===== src/rtl/speaker_arbiter_pkg.sv =====
// Shared encodings and helpers for the speaker arbiter: modes, source indices,
// rest tone and FSM states.
package speaker_arbiter_pkg;

  typedef enum logic [1:0] {
    MODE_IDLE  = 2'b00,
    MODE_TUNER = 2'b01,
    MODE_METRO = 2'b10,
    MODE_COMP  = 2'b11
  } mode_e;

  localparam logic [1:0] SRC_T = 2'd0;
  localparam logic [1:0] SRC_M = 2'd1;
  localparam logic [1:0] SRC_C = 2'd2;

  localparam logic [3:0] REST_FREQ_DEF = 4'hC;
  localparam logic [2:0] REST_H_DEF    = 3'd2;

  typedef enum logic [1:0] {
    IDLE = 2'd0,
    GAP  = 2'd1,
    PLAY = 2'd2
  } state_e;

  function automatic logic [2:0] mode_mask(logic [1:0] mode);
    case (mode)
      MODE_TUNER: return 3'b001;
      MODE_METRO: return 3'b010;
      MODE_COMP:  return 3'b110;
      default:    return 3'b000;
    endcase
  endfunction

  // Metronome beats tuner beats composer; only meaningful when elig != 0.
  function automatic logic [1:0] pick_winner(logic [2:0] elig);
    if (elig[SRC_M])      return SRC_M;
    else if (elig[SRC_T]) return SRC_T;
    else                  return SRC_C;
  endfunction

endpackage


===== src/rtl/speaker_arbiter_gap_timer.sv =====
// Down-counter for the muted gap: load takes priority over dec, stops at zero.
module speaker_arbiter_gap_timer #(
  parameter int GAP_CYCLES = 100000
) (
  input  logic clk,
  input  logic rst_n,
  input  logic load,
  input  logic dec,
  output logic done
);

  localparam int CW = $clog2(GAP_CYCLES + 1);
  localparam logic [CW-1:0] LOAD_VAL = CW'(GAP_CYCLES - 1);

  logic [CW-1:0] count;

  always_ff @(posedge clk or negedge rst_n) begin
    if (!rst_n) begin
      count <= '0;
    end else if (load) begin
      count <= LOAD_VAL;
    end else if (dec && count != '0) begin
      count <= count - 1'b1;
    end
  end

  assign done = (count == '0);

endmodule


===== src/rtl/speaker_arbiter.sv =====
// Picks one tone source for the shared PWM speaker and mutes a fixed gap on
// every ownership change so switching never clicks.
//
// state | meaning
// IDLE  | no eligible request, speaker at rest, amp off
// GAP   | owner chosen, amp muted while the gap timer runs
// PLAY  | owner's tone routed to the speaker, amp on
module speaker_arbiter
  import speaker_arbiter_pkg::*;
#(
  parameter int         GAP_CYCLES = 100000,
  parameter logic [3:0] REST_FREQ  = REST_FREQ_DEF,
  parameter logic [2:0] REST_H     = REST_H_DEF
) (
  input  logic       clk,
  input  logic       rst_n,
  input  logic [1:0] mode,
  input  logic [2:0] req,
  input  logic [3:0] freq_t,
  input  logic [3:0] freq_m,
  input  logic [3:0] freq_c,
  input  logic [2:0] h_t,
  input  logic [2:0] h_m,
  input  logic [2:0] h_c,
  output logic [3:0] freq_out,
  output logic [2:0] h_out,
  output logic       amp_en,
  output logic [2:0] grant,
  output logic       busy
);

  state_e     state_q, state_d;
  logic [1:0] owner_q, owner_d;
  logic [2:0] elig;
  logic [1:0] win;
  logic       tmr_load, tmr_dec, tmr_done;
  logic       play_hold;
  logic [3:0] sel_freq;
  logic [2:0] sel_h;

  speaker_arbiter_gap_timer #(.GAP_CYCLES(GAP_CYCLES)) u_gap_timer (
    .clk  (clk),
    .rst_n(rst_n),
    .load (tmr_load),
    .dec  (tmr_dec),
    .done (tmr_done)
  );

  always_comb begin
    elig     = req & mode_mask(mode);
    win      = pick_winner(elig);
    state_d  = state_q;
    owner_d  = owner_q;
    tmr_load = 1'b0;
    tmr_dec  = 1'b0;
    case (state_q)
      IDLE: begin
        if (elig != 3'b000) begin
          owner_d  = win;
          tmr_load = 1'b1;
          state_d  = GAP;
        end
      end
      GAP: begin
        if (elig == 3'b000) begin
          state_d = IDLE;
        end else if (win != owner_q) begin
          owner_d  = win;
          tmr_load = 1'b1;
        end else if (tmr_done) begin
          state_d = PLAY;
        end else begin
          tmr_dec = 1'b1;
        end
      end
      PLAY: begin
        // Owner dropping out or being outranked both show up as a new winner.
        if (elig == 3'b000) begin
          state_d = IDLE;
        end else if (win != owner_q) begin
          owner_d  = win;
          tmr_load = 1'b1;
          state_d  = GAP;
        end
      end
      default: state_d = IDLE;
    endcase
  end

  always_ff @(posedge clk or negedge rst_n) begin
    if (!rst_n) begin
      state_q <= IDLE;
      owner_q <= SRC_T;
    end else begin
      state_q <= state_d;
      owner_q <= owner_d;
    end
  end

  always_comb begin
    case (owner_q)
      SRC_T:   begin sel_freq = freq_t; sel_h = h_t; end
      SRC_M:   begin sel_freq = freq_m; sel_h = h_m; end
      default: begin sel_freq = freq_c; sel_h = h_c; end
    endcase
    // Tone only leaves the block once PLAY has been held for a full cycle,
    // and drops back to rest on the same edge that leaves PLAY.
    play_hold = (state_q == PLAY) && (state_d == PLAY);
  end

  always_ff @(posedge clk or negedge rst_n) begin
    if (!rst_n) begin
      freq_out <= REST_FREQ;
      h_out    <= REST_H;
      amp_en   <= 1'b0;
      grant    <= 3'b000;
      busy     <= 1'b0;
    end else begin
      freq_out <= play_hold ? sel_freq : REST_FREQ;
      h_out    <= play_hold ? sel_h : REST_H;
      amp_en   <= play_hold;
      grant    <= (state_d == IDLE) ? 3'b000 : (3'b001 << owner_d);
      busy     <= (state_d != IDLE);
    end
  end

endmodule


===== config.mk =====
export PLATFORM = sky130hd
export DESIGN_NAME = speaker_arbiter
export DESIGN_NICKNAME = d
export VERILOG_FILES = /design/src/rtl/speaker_arbiter_pkg.sv /design/src/rtl/speaker_arbiter_gap_timer.sv /design/src/rtl/speaker_arbiter.sv
export SDC_FILE = /design/constraint.sdc
export NUM_CORES = 1
export LEC_CHECK = 0
export CORE_AREA = 2 2 58 60
export CTS_BUF_LIST = sky130_fd_sc_hd__clkbuf_4 sky130_fd_sc_hd__clkbuf_8
export CTS_CLUSTER_DIAMETER = 80
export CTS_CLUSTER_SIZE = 40
export DETAILED_ROUTE_END_ITERATION = 16
export DIE_AREA = 0 0 60 62
export DONT_BUFFER_PORTS = 1
export HOLD_SLACK_MARGIN = 0.08
export MAX_ROUTING_LAYER = met4
export PLACE_DENSITY = 0.78
export SLEW_MARGIN = 10
export SYNTH_ARGS = -nofsm -noshare
export SYNTH_HDL_FRONTEND = slang
export SYNTH_SLANG_ARGS = --single-unit

===== constraint.sdc =====
create_clock -name clk -period 3.6 [get_ports clk]
set_input_delay 0.54 -clock clk [delete_from_list [all_inputs] [get_ports clk]]
set_output_delay 0.54 -clock clk [all_outputs]
set_load 0.05 [all_outputs]

==> results.json <==
{
  "rsz0062_at_grt": "no",
  "cts.path.max_buffers": 2,
  "post_drt_wl_per_cell_um": 17.2,
  "final_core_util_pct": 64.7,
  "setup_tns_ns": 0,
  "finalCriticalPeriod_ns": 2.74,
  "synthesis.nets": 235,
  "tightest_slew_ns": 1.13,
  "antenna_cells": 0,
  "outcome": "finished clean",
  "clk_pin_slew_worst_paths_ns": 0.11,
  "clock_latency_ns": 0.34,
  "clock.fmax_ghz": 0.365,
  "final-setup-viol-count": 0,
  "ys_seq_elements": 33,
  "netlist_instances": 201,
  "syn_area_um2": 1930,
  "synth.avg_cell_area_um2": 9.62,
  "antenna_found_initial": 0,
  "synth-seq-area-share_pct": 42.9,
  "powerDensity_nw_per_um2": 507,
  "chipHeight_um": 62,
  "yosys-top-cells-area": "dfrtp_1 39%, a21oi_1 4.7%, or4_1 4.7%",
  "dr.pass1.iters": 4,
  "grt.total_usage_pct": 25.5,
  "io_pins": 40,
  "start_util_pct": 60.8,
  "finalInstanceArea_um2": 2060,
  "yosysTopAreaCellShare_pct": 38.8,
  "crit_arrival_ns": 2.96,
  "reg2reg_depth": 5,
  "required_ns": 3.82,
  "post-dp-hpwl_mm": 3.21,
  "grt.overflow.total": 0,
  "drv_slew": 0,
  "place_area_um2": 1960,
  "p_leak_nw": 0.810,
  "syn2layout_area_growth_pct": 6.41,
  "yosys_warnings": 0,
  "vias_per_cell": 6.52,
  "grt_max_degree": 34,
  "drt_iter0_markers": 99,
  "start_kind": "flop",
  "io_buffers": 0,
  "gp_congestion": 0.844,
  "fin_skew_ns": 0.0169,
  "antenna_left": 0,
  "finalHoldViolCount": 0,
  "end_kind": "flop",
  "core_um2": 3180,
  "cts_sinks": 33,
  "drc": 0,
  "holdPathStages": 2,
  "htreeDepth": 2,
  "rows": 21,
  "nNetsFinal": 235,
  "cap_viol_max_count": 0,
  "dr_total_vias": 1617,
  "preCtsSetupSlack_ns": 0.863,
  "slew_headroom_pct": 24.4,
  "criticalPathCategory": "flop to flop",
  "synth_area_leader_cell": "dfrtp_1",
  "grt_pass1_wl_mm": 6.82,
  "cp_max_fo": 19,
  "peakVddDrop_mv": 0.317,
  "drt-total-wl_mm": 4.27,
  "ys_types": 44,
  "die_w_um": 60,
  "die_area_um2": 3720,
  "cts_root_buf": "clkbuf_4",
  "cts_tree": "yes",
  "cts_made_buffers": 5,
  "min_period_over_period_pct": 76.1,
  "grt_pass1_vias": 1534,
  "fin_ws_ns": 0.861,
  "drive_gt1_share_pct": 9.41,
  "min_path_type": "primary input to flop",
  "hold_ws_ns": 0.376
}
-- final cells by class --
class | instances | area, µm²
sequential | 33 | 830
clock inverter | 1 | 5.00
tap | 46 | 57.6
timing repair buffer | 4 | 45.0
inverter | 10 | 37.5
clock buffer | 7 | 65.1
fill | 258 | 1120
multi-input combinational | 147 | 1020
-- synthesized netlist by cell type --
master	n
a211oi_1	6
a21boi_0	1
a21o_1	2
a21oi_1	18
a31oi_1	1
a41oi_1	1
and2_1	3
and3b_1	2
buf_2	3
buf_4	1
clkbuf_1	7
dfrtp_1	30
dfstp_2	3
ha_1	6
inv_1	10
mux2i_1	7
nand2_1	5
nand2b_1	2
nand3_1	3
nand4_1	4
nand4b_1	1
nand4bb_1	1
nor2_1	13
nor2b_1	1
nor3_1	4
nor3b_1	1
nor4_1	6
o2111a_1	1
o211a_1	1
o211ai_1	4
o21a_1	2
o21ai_0	5
o21ai_1	1
o221ai_1	1
o22a_1	2
o311ai_0	6
o31ai_1	9
o41ai_1	4
or2_2	1
or3_1	6
or3b_2	1
or4_1	12
or4_4	1
or4b_2	2
-- what timing repair did --
item / 4_1_cts / 5_1_grt
hold endpoints to repair: 33 / 0
buffers inserted: 0 / 0
hold buffers: 2 / 0
gates resized for setup: 0 / 0
-- placed cells by master (no fill, tap or decap), types with 5 or more instances in the layout --
| cell | instances |
|---|---|
| or4_1 | 12 |
| o311ai_0 | 6 |
| inv_1 | 10 |
| nor2_1 | 13 |
| nand2_1 | 5 |
| or3_1 | 6 |
| dfrtp_1 | 30 |
| clkbuf_4 | 5 |
| nor4_1 | 6 |
| o31ai_1 | 9 |
| a211oi_1 | 6 |
| o21ai_0 | 5 |
| a21oi_1 | 18 |
| ha_1 | 6 |
| mux2i_1 | 7 |
-- per-stage QoR --
step	cells	power, W
6_report	248	0.00104
4_1_cts	248	0.00105
3_3_place_gp	238	0.000779
3_5_place_dp	238	0.000800
2_1_floorplan	201	0.000736
5_1_grt	248	0.00111
-- where the power goes --
part           internal, W  switching (W)  leakage [nW]
Clock             0.000113       0.000123        0.0413
Sequential        0.000407       0.000116         0.392
Combinational     0.000112       0.000174         0.377
-- critical path, stage by stage, from the launching register on --
cell     delay, ns
dfrtp_1       0.69
and3b_1       0.27
o21a_1        0.20
o21ai_1       0.88
nor3_1        0.10
or3b_2        0.49
-- per-layer routing --
metal	global-route usage, %	wire [µm]
met5	-	0
met4	9.21	82
met3	7.87	207
met2	44.3	2280
met1	27.4	1700
-- state kept, by name (all words and copies together) (netlist names) --
signal             count
state_q                2
h_out                  3
grant                  3
amp_en                 1
u_gap_timer.count     17
freq_out               4
owner_q                2
busy                   1
-- final timing paths --
path,start,endpoint,slack [ns]
max,owner_q[1],u_gap_timer.count[0],0.86
min,freq_c[3],freq_out[3],0.38
max reg2reg,owner_q[1],u_gap_timer.count[0],0.86
min reg2reg,u_gap_timer.count[4],u_gap_timer.count[4],0.56
max in group asynchronous,rst_n,freq_out[2],2.71
min in group asynchronous,rst_n,u_gap_timer.count[16],0.63
-- kinds of logic after synthesis --
family	share of synthesized area [%]
adder cells (fa/ha/maj)	3.88
AND/OR/NAND/NOR	21.8
flip-flops	42.9
buffers and inverters	4.47
AO/OA/AOI/OAI	23.3
multiplexers	3.62
Note: power is estimated with default switching activity, not from simulation.
